**src/rtl/alu_pkg.sv**
```systemverilog
// Shared ALU definitions: operation encodings, default width and an op-class helper.
package alu_pkg;

    localparam int ALU_WIDTH_DEFAULT = 4;

    typedef enum logic [1:0] {
        ALU_ADD = 2'b00,
        ALU_SUB = 2'b01,
        ALU_AND = 2'b10,
        ALU_OR  = 2'b11
    } alu_op_e;

    // Add and subtract are the only ops that produce Carry/Overflow.
    function automatic logic is_arith(input alu_op_e op);
        return (op == ALU_ADD) || (op == ALU_SUB);
    endfunction

endpackage

```
**src/rtl/alu_addsub.sv**
```systemverilog
// Shared adder/subtractor: subtract is A + ~B + 1. Carry output is already in flag
// form (carry-out for add, unsigned borrow for subtract).
module alu_addsub #(
    parameter int WIDTH = 4
) (
    input  logic [WIDTH-1:0] a,
    input  logic [WIDTH-1:0] b,
    input  logic             sub,
    output logic [WIDTH-1:0] sum,
    output logic             carry,
    output logic             overflow
);

    logic [WIDTH-1:0] b_eff;
    logic [WIDTH:0]   full;

    generate
        for (genvar gi = 0; gi < WIDTH; gi++) begin : g_binv
            assign b_eff[gi] = b[gi] ^ sub;
        end
    endgenerate

    assign full = {1'b0, a} + {1'b0, b_eff} + {{WIDTH{1'b0}}, sub};
    assign sum  = full[WIDTH-1:0];

    // A subtract produces carry-out 1 when no borrow occurred, so invert it.
    assign carry    = full[WIDTH] ^ sub;
    assign overflow = (a[WIDTH-1] == b_eff[WIDTH-1]) && (sum[WIDTH-1] != a[WIDTH-1]);

endmodule

```
**src/rtl/alu.sv**
```systemverilog
// Registered ALU (add, sub, and, or) with one cycle of latency.
// Define ALU_FLAGS_EN to add the registered Zero, Carry and Overflow outputs.
module alu
    import alu_pkg::*;
#(
    parameter int WIDTH = ALU_WIDTH_DEFAULT
) (
    input  logic             clk,
    input  logic             reset,
    input  logic [WIDTH-1:0] A,
    input  logic [WIDTH-1:0] B,
    input  logic [1:0]       ALUOp,
    output logic [WIDTH-1:0] C
`ifdef ALU_FLAGS_EN
    ,
    output logic             Zero,
    output logic             Carry,
    output logic             Overflow
`endif
);

    alu_op_e          op;
    logic [WIDTH-1:0] as_sum;
    logic             as_carry;
    logic             as_overflow;
    logic [WIDTH-1:0] result_next;
    logic [WIDTH-1:0] c_reg;

    assign op = alu_op_e'(ALUOp);

    alu_addsub #(.WIDTH(WIDTH)) u_addsub (
        .a        (A),
        .b        (B),
        .sub      (op == ALU_SUB),
        .sum      (as_sum),
        .carry    (as_carry),
        .overflow (as_overflow)
    );

    always_comb begin
        result_next = '0;
        unique case (op)
            ALU_ADD,
            ALU_SUB: result_next = as_sum;
            ALU_AND: result_next = A & B;
            ALU_OR:  result_next = A | B;
        endcase
    end

    always_ff @(posedge clk) begin
        if (reset) begin
            c_reg <= '0;
        end else begin
            c_reg <= result_next;
        end
    end

    assign C = c_reg;

`ifdef ALU_FLAGS_EN
    logic zero_reg;
    logic carry_reg;
    logic overflow_reg;

    // Zero is cleared on reset even though C is then all zeros.
    always_ff @(posedge clk) begin
        if (reset) begin
            zero_reg     <= 1'b0;
            carry_reg    <= 1'b0;
            overflow_reg <= 1'b0;
        end else begin
            zero_reg     <= (result_next == '0);
            carry_reg    <= is_arith(op) ? as_carry : 1'b0;
            overflow_reg <= is_arith(op) ? as_overflow : 1'b0;
        end
    end

    assign Zero     = zero_reg;
    assign Carry    = carry_reg;
    assign Overflow = overflow_reg;
`else
    logic unused_flags;
    assign unused_flags = as_carry ^ as_overflow;
`endif

endmodule

```
**config.mk**
```make
export PLATFORM = sky130hd
export DESIGN_NAME = alu
export DESIGN_NICKNAME = d
export VERILOG_FILES = /design/src/rtl/alu_pkg.sv /design/src/rtl/alu_addsub.sv /design/src/rtl/alu.sv
export SDC_FILE = /design/constraint.sdc
export NUM_CORES = 1
export LEC_CHECK = 0
export CORE_AREA = 3 3 40 42
export CTS_BUF_LIST = sky130_fd_sc_hd__clkbuf_4 sky130_fd_sc_hd__clkbuf_8 sky130_fd_sc_hd__clkbuf_16
export CTS_CLUSTER_DIAMETER = 120
export DETAILED_ROUTE_END_ITERATION = 10
export DIE_AREA = 0 0 43 45
export PLACE_DENSITY = 0.66
export SYNTH_ARGS = -nofsm -noshare
export SYNTH_HDL_FRONTEND = slang
export SYNTH_HIERARCHICAL = 1
export SYNTH_SLANG_ARGS = --single-unit
```
**constraint.sdc**
```tcl
create_clock -name clk -period 4.5 [get_ports clk]
set_input_delay 1.35 -clock clk [delete_from_list [all_inputs] [get_ports clk]]
set_output_delay 1.35 -clock clk [all_outputs]
set_load 0.05 [all_outputs]
```
==> results of run 1 <==
==> stage by stage <==
step,setup slack [ns],cells,total power (W),instance area (µm²),hold WS [ns]
6_report,1.01,67,0.000148,519,1.77
5_1_grt,0.878,67,0.000159,519,1.78
4_1_cts,1.01,67,0.000151,519,1.76
3_5_place_dp,0.778,64,0.000107,497,2.01
3_3_place_gp,0.816,64,0.000106,497,2.02
2_1_floorplan,1.43,36,0.0000846,350,1.42
==> where the power goes <==
part | internal [W] | total, W | leakage (nW) | switching [W]
Clock | 0.0000297 | 0.0000421 | 0.0138 | 0.0000124
Combinational | 0.0000301 | 0.0000655 | 0.166 | 0.0000354
Sequential | 0.0000397 | 0.0000405 | 0.0334 | 0.000000822
==> how the worst max path moves through the flow <==
| stage | from | to | slack [ns] | cells after the start |
|---|---|---|---|---|
| floorplan | ALUOp[1] | C[3] | 1.43 | 10 |
| global placement | ALUOp[1] | C[3] | 0.82 | 9 |
| detailed placement | ALUOp[1] | C[3] | 0.78 | 9 |
| CTS | ALUOp[1] | C[3] | 1.01 | 9 |
| global route | ALUOp[1] | C[3] | 0.88 | 9 |
| finish | ALUOp[1] | C[3] | 1.01 | 9 |
==> area by class of cell <==
type | instances | area, µm²
flip-flops and latches | 4 | 80.1
repair buffers | 15 | 150
fillers | 137 | 766
well taps | 15 | 18.8
clock buffers | 3 | 22.5
multi-input cells | 30 | 248
==> routing by layer <==
metal	global-route usage (%)	up-vias	wire, µm
met5	0	-	0
met4	5.42	0	0
met3	2.79	0	56
met2	9.88	12	283
met1	10.4	118	336
li1	-	161	-
==> cells in the final DEF (no fill, tap or decap) <==
cell and instances:
sky130_fd_sc_hd__ha_1 3, sky130_fd_sc_hd__fa_1 1, sky130_fd_sc_hd__dfxtp_1 4, sky130_fd_sc_hd__a21o_1 1
sky130_fd_sc_hd__a31oi_4 1, sky130_fd_sc_hd__nand2_1 4, sky130_fd_sc_hd__o21ai_0 4, sky130_fd_sc_hd__clkdlybuf4s50_1 15
sky130_fd_sc_hd__mux2_4 1, sky130_fd_sc_hd__nor2_1 4, sky130_fd_sc_hd__a311oi_1 4, sky130_fd_sc_hd__xor2_1 5
sky130_fd_sc_hd__xnor2_1 1, sky130_fd_sc_hd__and2b_2 1, sky130_fd_sc_hd__clkbuf_4 3
==> impl_metrics.sql, run 1 <==
INSERT INTO impl_metrics (metric_group, metric, value, unit) VALUES
('floorplan', 'die_wd', '43', 'µm'),
('worst_setup_path', 'critPathCaptureType', 'register', ''),
('floorplan', 'std_cell_rows', '13', ''),
('cells_and_area', 'largest_register_ff_count', '4', ''),
('worst_setup_path', 'timing.critical_path.from_type', 'input pin', ''),
('clock_tree', 'ctsLongestPathBuffers', '2', ''),
('detailed_routing', 'avgRoutedWirePerCell', '10.1', 'µm'),
('logic_synthesis', 'post_synthesis_cell_count', '36', ''),
('detailed_routing', 'drt_pre_antenna_iters', '3', ''),
('floorplan', 'boundaryPins', '16', ''),
('detailed_routing', 'vias', '291', ''),
('run', 'timing.max_cap.violations', '0', ''),
('power', 'vdd.ir_drop.worst', '0.0772', 'mV'),
('sta', 'fmax', '286', 'MHz'),
('cells_and_area', 'final_util', '40.4', '%'),
('worst_setup_path', 'arr_time_crit_path', '3.62', 'ns'),
('sta', 'max_slew_margin_vs_limit', '67.2', '%'),
('sta', 'grt_setup_unrepaired', 'no', ''),
('clock_tree', 'clockRootBuffer', 'sky130_fd_sc_hd__clkbuf_4', ''),
('detailed_routing', 'detail-route-antenna-nets', '0', ''),
('sta', 'tns', '0', 'ns'),
('cells_and_area', 'antenna_cells', '0', ''),
('floorplan', 'die_height', '45', 'µm'),
('sta', 'final-setup-viol-count', '0', ''),
('logic_synthesis', 'syn_area_per_cell', '9.73', 'µm²'),
('hold_path', 'worstHoldEndpoint', 'C[1]', ''),
('hold_path', 'hp-start', 'reset', ''),
('placed_design', 'placement.io_buffers', '15', ''),
('detailed_routing', 'via_per_inst', '4.34', ''),
('clock_tree', 'hold_buffers', '0', ''),
('clock_tree', 'htree_num_levels', '1', ''),
('logic_synthesis', 'synth.yosys.warnings', '6', ''),
('cells_and_area', 'layout-drive-gt1-share', '11.5', '%'),
('detailed_routing', 'remaining_drcs', '0', ''),
('clock_tree', 'cts_post_setup_buffers_inserted', '0', ''),
('floorplan', 'start_util', '27.3', '%'),
('global_routing', 'grt_pass1_vias', '259', ''),
('global_routing', 'grt_antenna_before_repair', '0', ''),
('sta', 'min_period', '3.49', 'ns'),
('placed_design', 'place.gp.congestion', '0.779', ''),
('cells_and_area', 'post_layout_nets', '70', ''),
('floorplan', 'total_die_area', '1940', 'µm²'),
('worst_setup_path', 'timing.setup.critical_path_class', 'input pin to register', ''),
('cells_and_area', 'areaGrowthSynthToFinish', '48.2', '%'),
('logic_synthesis', 'syn_nets', '52', ''),
('sta', 'hold_viol', '0', ''),
('clock_tree', 'tritoncts_clock_tree', 'yes', ''),
('clock_tree', 'total_clock_buffers_created_by_cts', '3', ''),
('floorplan', 'placeableCoreArea', '1280', 'µm²'),
('worst_setup_path', 'timing.critical_path.cells', 'clkdlybuf4s50_1, and2b_2, xor2_1, ha_1, a21o_1, a31oi_4, xnor2_1, nor2_1, a311oi_1', ''),
('status', 'status', 'completed', ''),
('detailed_routing', 'dr.first_iter.drc_count', '2', ''),
('clock_tree', 'cts.clk_slew.worst_paths', '0.04', 'ns'),
('worst_setup_path', 'max_stage_delay', '0.63', 'ns'),
('worst_setup_path', 'cp_max_fo', '9', ''),
('logic_synthesis', 'synthesis.area', '350', 'µm²'),
('clock_tree', 'cts_sinks', '4', ''),
('global_routing', 'overall_global_routing_resource_usage', '7.66', '%'),
('global_routing', 'grt_remaining_overflow', '0', ''),
('sta', 'max_slew.worst_pin.slew', '0.490', 'ns'),
('worst_setup_path', 'timing.critical_path.max_delay_family', 'buffers and inverters', ''),
('worst_setup_path', 'critical-path-slowest-cell', 'sky130_fd_sc_hd__clkdlybuf4s50_1', ''),
('global_routing', 'grt_max_degree', '10', ''),
('hold_path', 'holdCritPathClass', 'input pin to register', ''),
('power', 'p_leak', '0.213', 'nW'),
('clock_tree', 'post_cts_repair_resize_count', '0', ''),
('power', 'p_per_area', '285', 'nW/µm²'),
('sta', 'min_period_over_period', '77.6', '%'),
('sta', 'slew_violations', '0', ''),
('worst_setup_path', 'worst-endpoint-required', '4.63', 'ns'),
('global_routing', 'global_route_wire_length_before_repair', '1070', 'µm'),
('hold_path', 'timing.hold.worst_path_depth', '2', ''),
('worst_setup_path', 'number_of_buffer_and_inverter_instances_along_the_worst_setup_path', '1', ''),
('detailed_routing', 'postRouteWirelength', '676', 'µm');
No activity file was read; power rests on OpenSTA's default activity.
==> inputs of run 2 (changes only) <==
--- a/config.mk
+++ b/config.mk
@@ -10,7 +10,7 @@
 export CTS_CLUSTER_DIAMETER = 120
 export DETAILED_ROUTE_END_ITERATION = 10
 export DIE_AREA = 0 0 43 45
-export PLACE_DENSITY = 0.66
+export PLACE_DENSITY = 0.68
 export SYNTH_ARGS = -nofsm -noshare
 export SYNTH_HDL_FRONTEND = slang
 export SYNTH_HIERARCHICAL = 1
==> constraint.sdc (replaced) <==
create_clock -name clk -period 3 [get_ports clk]
set_input_delay 0.9 -clock clk [delete_from_list [all_inputs] [get_ports clk]]
set_output_delay 0.9 -clock clk [all_outputs]
set_load 0.05 [all_outputs]
==> impl_metrics.sql, run 2 (synthesis gave the netlist of run 1 again) <==
INSERT INTO impl_metrics (metric_group, metric, value, unit) VALUES
('status', 'status', 'completed', ''),
('floorplan', 'die_wd', '43', 'µm'),
('run', 'timing.max_cap.violations', '0', ''),
('sta', 'final-setup-viol-count', '0', ''),
('sta', 'min_period_over_period', '91.3', '%'),
('cells_and_area', 'commonest_non_fill_non_tap_cell_in_the_layout', 'sky130_fd_sc_hd__clkdlybuf4s50_1', ''),
('clock_tree', 'hold_buffers', '0', ''),
('global_routing', 'grt_remaining_overflow', '0', ''),
('worst_setup_path', 'timing.critical_path.cells', 'clkdlybuf4s50_1, and2b_2, buf_4, mux2_4, fa_1, xor2_1, nor2_1, a311oi_1', ''),
('detailed_routing', 'vias', '325', ''),
('clock_tree', 'ctsLongestPathBuffers', '2', ''),
('sta', 'fmax', '365', 'MHz'),
('clock_tree', 'cts.clk_slew.worst_paths', '0.04', 'ns'),
('power', 'vdd.ir_drop.worst', '0.104', 'mV'),
('worst_setup_path', 'arr_time_crit_path', '2.87', 'ns'),
('clock_tree', 'cts_sinks', '4', ''),
('sta', 'tns', '0', 'ns'),
('clock_tree', 'total_clock_buffers_created_by_cts', '3', ''),
('worst_setup_path', 'number_of_buffer_and_inverter_instances_along_the_worst_setup_path', '2', ''),
('cells_and_area', 'mostFrequentLayoutCells', 'sky130_fd_sc_hd__clkdlybuf4s50_1, sky130_fd_sc_hd__buf_4, sky130_fd_sc_hd__xor2_1', ''),
('global_routing', 'grt_antenna_before_repair', '0', ''),
('detailed_routing', 'avgRoutedWirePerCell', '10.9', 'µm'),
('hold_path', 'holdCritPathClass', 'input pin to register', ''),
('power', 'p_per_area', '419', 'nW/µm²'),
('clock_tree', 'post_cts_repair_resize_count', '0', ''),
('global_routing', 'global_route_wire_length_before_repair', '1260', 'µm'),
('floorplan', 'std_cell_rows', '13', ''),
('global_routing', 'overall_global_routing_resource_usage', '9.42', '%'),
('placed_design', 'place.gp.congestion', '0.664', ''),
('detailed_routing', 'postRouteWirelength', '788', 'µm'),
('placed_design', 'placement.io_buffers', '15', ''),
('clock_tree', 'clockRootBuffer', 'sky130_fd_sc_hd__clkbuf_4', ''),
('floorplan', 'boundaryPins', '16', ''),
('worst_setup_path', 'max_stage_delay', '0.47', 'ns'),
('worst_setup_path', 'timing.setup.critical_path_class', 'input pin to register', ''),
('cells_and_area', 'areaGrowthSynthToFinish', '58.9', '%'),
('sta', 'hold_viol', '0', ''),
('detailed_routing', 'dr.first_iter.drc_count', '2', ''),
('detailed_routing', 'drt_pre_antenna_iters', '2', ''),
('sta', 'max_slew.worst_pin.slew', '0.493', 'ns'),
('detailed_routing', 'detail-route-antenna-nets', '0', ''),
('floorplan', 'die_height', '45', 'µm'),
('worst_setup_path', 'critPathCaptureType', 'register', ''),
('floorplan', 'placeableCoreArea', '1280', 'µm²'),
('worst_setup_path', 'worst-endpoint-required', '3.13', 'ns'),
('power', 'p_leak', '0.237', 'nW'),
('detailed_routing', 'remaining_drcs', '0', ''),
('worst_setup_path', 'critical-path-slowest-cell', 'sky130_fd_sc_hd__clkdlybuf4s50_1', ''),
('sta', 'grt_setup_unrepaired', 'no', ''),
('power', 'p_total', '0.000233', 'W'),
('clock_tree', 'cts_post_setup_buffers_inserted', '0', ''),
('clock_tree', 'tritoncts_clock_tree', 'yes', ''),
('floorplan', 'total_die_area', '1940', 'µm²'),
('cells_and_area', 'layout-drive-gt1-share', '19.3', '%'),
('global_routing', 'grt_max_degree', '9', ''),
('cells_and_area', 'antenna_cells', '0', ''),
('cells_and_area', 'post_layout_nets', '75', ''),
('cells_and_area', 'largest_register_ff_count', '4', ''),
('sta', 'min_period', '2.74', 'ns'),
('clock_tree', 'htree_num_levels', '1', ''),
('sta', 'slew_violations', '0', ''),
('placed_design', 'dp_hpwl', '631', 'µm'),
('cells_and_area', 'final_util', '43.3', '%'),
('worst_setup_path', 'timing.critical_path.from_type', 'input pin', ''),
('worst_setup_path', 'timing.critical_path.max_delay_family', 'buffers and inverters', ''),
('floorplan', 'start_util', '27.3', '%'),
('detailed_routing', 'via_per_inst', '4.51', ''),
('sta', 'max_slew_margin_vs_limit', '67.0', '%'),
('worst_setup_path', 'cp_max_fo', '3', ''),
('global_routing', 'grt_pass1_vias', '286', '');
[run 2: final timing paths]
| kind | startpoint | end | slack [ns] | cells after the start |
|---|---|---|---|---|
| worst max-delay path | ALUOp[1] | C[2] | 0.26 | 8 |
| worst min-delay path | B[3] | C[3] | 1.32 | 3 |
[run 2: metal layers]
metal / vias up / GRT usage, % / share of wire, %
met5: - / 0 / 0
met4: 0 / 7.23 / 0
met3: 0 / 4.78 / 12
met2: 15 / 11.1 / 39
met1: 140 / 12.6 / 49
li1: 170 / - / -
[run 2: cell type report]
class,instances,area (µm²)
fillers,144,728
multi-input cells,30,248
repair buffers,20,188
flip-flops and latches,4,80.1
clock buffers,3,22.5
well taps,15,18.8
[run 2: per-stage QoR]
step                hold WS, ns  cell area (µm²)  cells  worst slack, ns
floorplan                 0.972              350     36            0.377
global placement           1.57              534     69           0.0275
detailed placement         1.57              534     69           0.0107
CTS                        1.31              557     72            0.260
global route               1.34              557     72            0.139
finish                     1.32              557     72            0.260
[run 2: power by group]
| group | internal [W] | switching (W) | leakage, nW |
|---|---|---|---|
| Combinational | 0.0000509 | 0.0000547 | 0.190 |
| Sequential | 0.0000594 | 0.00000117 | 0.0334 |
| Clock | 0.0000448 | 0.0000224 | 0.0138 |
==> inputs of run 3 (changes only) <==
--- a/config.mk
+++ b/config.mk
@@ -11,6 +11,7 @@
 export DETAILED_ROUTE_END_ITERATION = 10
 export DIE_AREA = 0 0 43 45
 export PLACE_DENSITY = 0.68
+export REMOVE_ABC_BUFFERS = 1
 export SYNTH_ARGS = -nofsm -noshare
 export SYNTH_HDL_FRONTEND = slang
 export SYNTH_HIERARCHICAL = 1
==> impl_metrics.sql, run 3 (synthesis gave the netlist of run 1 again) <==
INSERT INTO impl_metrics (metric_group, metric, value, unit) VALUES
('status', 'status', 'completed', ''),
('sta', 'min_period', '2.69', 'ns'),
('sta', 'max_slew_margin_vs_limit', '66.5', '%'),
('global_routing', 'grt_antenna_before_repair', '0', ''),
('clock_tree', 'cts_post_setup_buffers_inserted', '0', ''),
('floorplan', 'std_cell_rows', '13', ''),
('cells_and_area', 'areaGrowthSynthToFinish', '54.6', '%'),
('detailed_routing', 'via_per_inst', '4.84', ''),
('cells_and_area', 'commonest_non_fill_non_tap_cell_in_the_layout', 'sky130_fd_sc_hd__clkdlybuf4s50_1', ''),
('worst_setup_path', 'timing.setup.critical_path_class', 'input pin to register', ''),
('floorplan', 'total_die_area', '1940', 'µm²'),
('global_routing', 'global_route_wire_length_before_repair', '1280', 'µm'),
('global_routing', 'grt_max_degree', '9', ''),
('power', 'p_total', '0.000230', 'W'),
('clock_tree', 'hold_buffers', '0', ''),
('cells_and_area', 'antenna_cells', '0', ''),
('power', 'p_per_area', '424', 'nW/µm²'),
('hold_path', 'hp-start', 'A[3]', ''),
('sta', 'slew_violations', '0', ''),
('clock_tree', 'cts_sinks', '4', ''),
('cells_and_area', 'mostFrequentLayoutCells', 'sky130_fd_sc_hd__clkdlybuf4s50_1, sky130_fd_sc_hd__xor2_1', ''),
('cells_and_area', 'layout-drive-gt1-share', '16.4', '%'),
('clock_tree', 'htree_num_levels', '1', ''),
('power', 'vdd.ir_drop.worst', '0.124', 'mV'),
('detailed_routing', 'avgRoutedWirePerCell', '10.5', 'µm'),
('floorplan', 'die_wd', '43', 'µm'),
('worst_setup_path', 'critPathCaptureType', 'register', ''),
('clock_tree', 'clockRootBuffer', 'sky130_fd_sc_hd__clkbuf_4', ''),
('detailed_routing', 'dr.first_iter.drc_count', '7', ''),
('hold_path', 'holdCritPathClass', 'input pin to register', ''),
('sta', 'final-setup-viol-count', '0', ''),
('sta', 'fmax', '371', 'MHz'),
('sta', 'fin_worst_hold_slack', '1.31', 'ns'),
('detailed_routing', 'detail-route-antenna-nets', '0', ''),
('sta', 'tns', '0', 'ns'),
('worst_setup_path', 'timing.critical_path.from_type', 'input pin', ''),
('worst_setup_path', 'critical-path-slowest-cell', 'sky130_fd_sc_hd__clkdlybuf4s50_1', ''),
('clock_tree', 'ctsLongestPathBuffers', '2', ''),
('placed_design', 'place.gp.congestion', '0.715', ''),
('worst_setup_path', 'timing.critical_path.cells', 'clkdlybuf4s50_1, and2b_2, xor2_1, ha_1, a21o_1, a31oi_4, xnor2_1, nor2_1, a311oi_1', ''),
('floorplan', 'boundaryPins', '16', ''),
('floorplan', 'start_util', '27.3', '%'),
('worst_setup_path', 'critical_path.endpoint', 'C[3]', ''),
('cells_and_area', 'final_util', '42.2', '%'),
('floorplan', 'placeableCoreArea', '1280', 'µm²'),
('placed_design', 'placement.io_buffers', '15', ''),
('power', 'p_leak', '0.227', 'nW'),
('worst_setup_path', 'cp_max_fo', '4', ''),
('floorplan', 'die_height', '45', 'µm'),
('sta', 'max_slew.worst_pin.slew', '0.501', 'ns'),
('worst_setup_path', 'arr_time_crit_path', '2.84', 'ns'),
('detailed_routing', 'postRouteWirelength', '733', 'µm'),
('global_routing', 'grt_pass1_vias', '329', ''),
('clock_tree', 'post_cts_repair_resize_count', '0', ''),
('global_routing', 'grt_remaining_overflow', '0', ''),
('worst_setup_path', 'worst-endpoint-required', '3.15', 'ns'),
('global_routing', 'overall_global_routing_resource_usage', '9.23', '%'),
('worst_setup_path', 'max_stage_delay', '0.47', 'ns'),
('sta', 'grt_setup_unrepaired', 'no', ''),
('cells_and_area', 'largest_register_ff_count', '4', ''),
('run', 'timing.max_cap.violations', '0', ''),
('detailed_routing', 'vias', '339', ''),
('sta', 'min_period_over_period', '89.8', '%'),
('clock_tree', 'cts.clk_slew.worst_paths', '0.03', 'ns'),
('cells_and_area', 'fill_count', '133', ''),
('placed_design', 'dp_hpwl', '601', 'µm'),
('clock_tree', 'tritoncts_clock_tree', 'yes', ''),
('cells_and_area', 'post_layout_nets', '73', ''),
('worst_setup_path', 'critical_path_source', 'ALUOp[1]', ''),
('detailed_routing', 'remaining_drcs', '0', ''),
('clock_tree', 'total_clock_buffers_created_by_cts', '3', ''),
('sta', 'hold_viol', '0', ''),
('detailed_routing', 'drt_pre_antenna_iters', '4', '');
run 3: how the worst min path moves through the flow:
stage                     endpoint  depth (start not counted)
final                         C[3]                          3
after global routing          C[2]                          2
after CTS                     C[2]                          3
after detailed placement      C[3]                          3
after global placement        C[3]                          3
after floorplan               C[0]                          1
run 3: worst max-delay path, delay by kind of cell:
family | cells | cell delay (ns)
compound gates | 3 | 0.57
buf+inv | 1 | 0.47
simple gates | 2 | 0.31
xor+xnor | 2 | 0.30
fa+ha+maj | 1 | 0.29
run 3: through the flow:
step | area [µm²] | setup slack, ns | instances
floorplan | 328 | 0.559 | 34
global placement | 519 | 0.0668 | 67
detailed placement | 519 | 0.0712 | 67
CTS | 542 | 0.301 | 70
global route | 542 | 0.191 | 70
finish | 542 | 0.307 | 70
run 3: layout make-up:
cell class	count	area (µm²)	share of cell area, %
sequential	4	80.1	14.8
multi-input combinational	30	248	45.7
timing repair buffer	18	173	31.9
tap	15	18.8	3.46
clock buffer	3	22.5	4.16
run 3: routing by layer:
layer | wire, µm | up-vias | share of wire (%) | track usage (%)
li1 | - | 168 | - | -
met1 | 276 | 151 | 38 | 8.17
met2 | 346 | 18 | 47 | 16.5
met3 | 89 | 2 | 12 | 2.79
met4 | 22 | 0 | 3.0 | 9.04
met5 | 0 | - | 0 | 0
run 3: power by group:
group	internal [W]	total (W)	switching (W)	leakage [nW]
clock network	0.0000447	0.0000661	0.0000214	0.0138
logic	0.0000488	0.000102	0.0000537	0.180
registers	0.0000595	0.0000609	0.00000137	0.0334
total	0.000153	0.000230	0.0000765	0.227
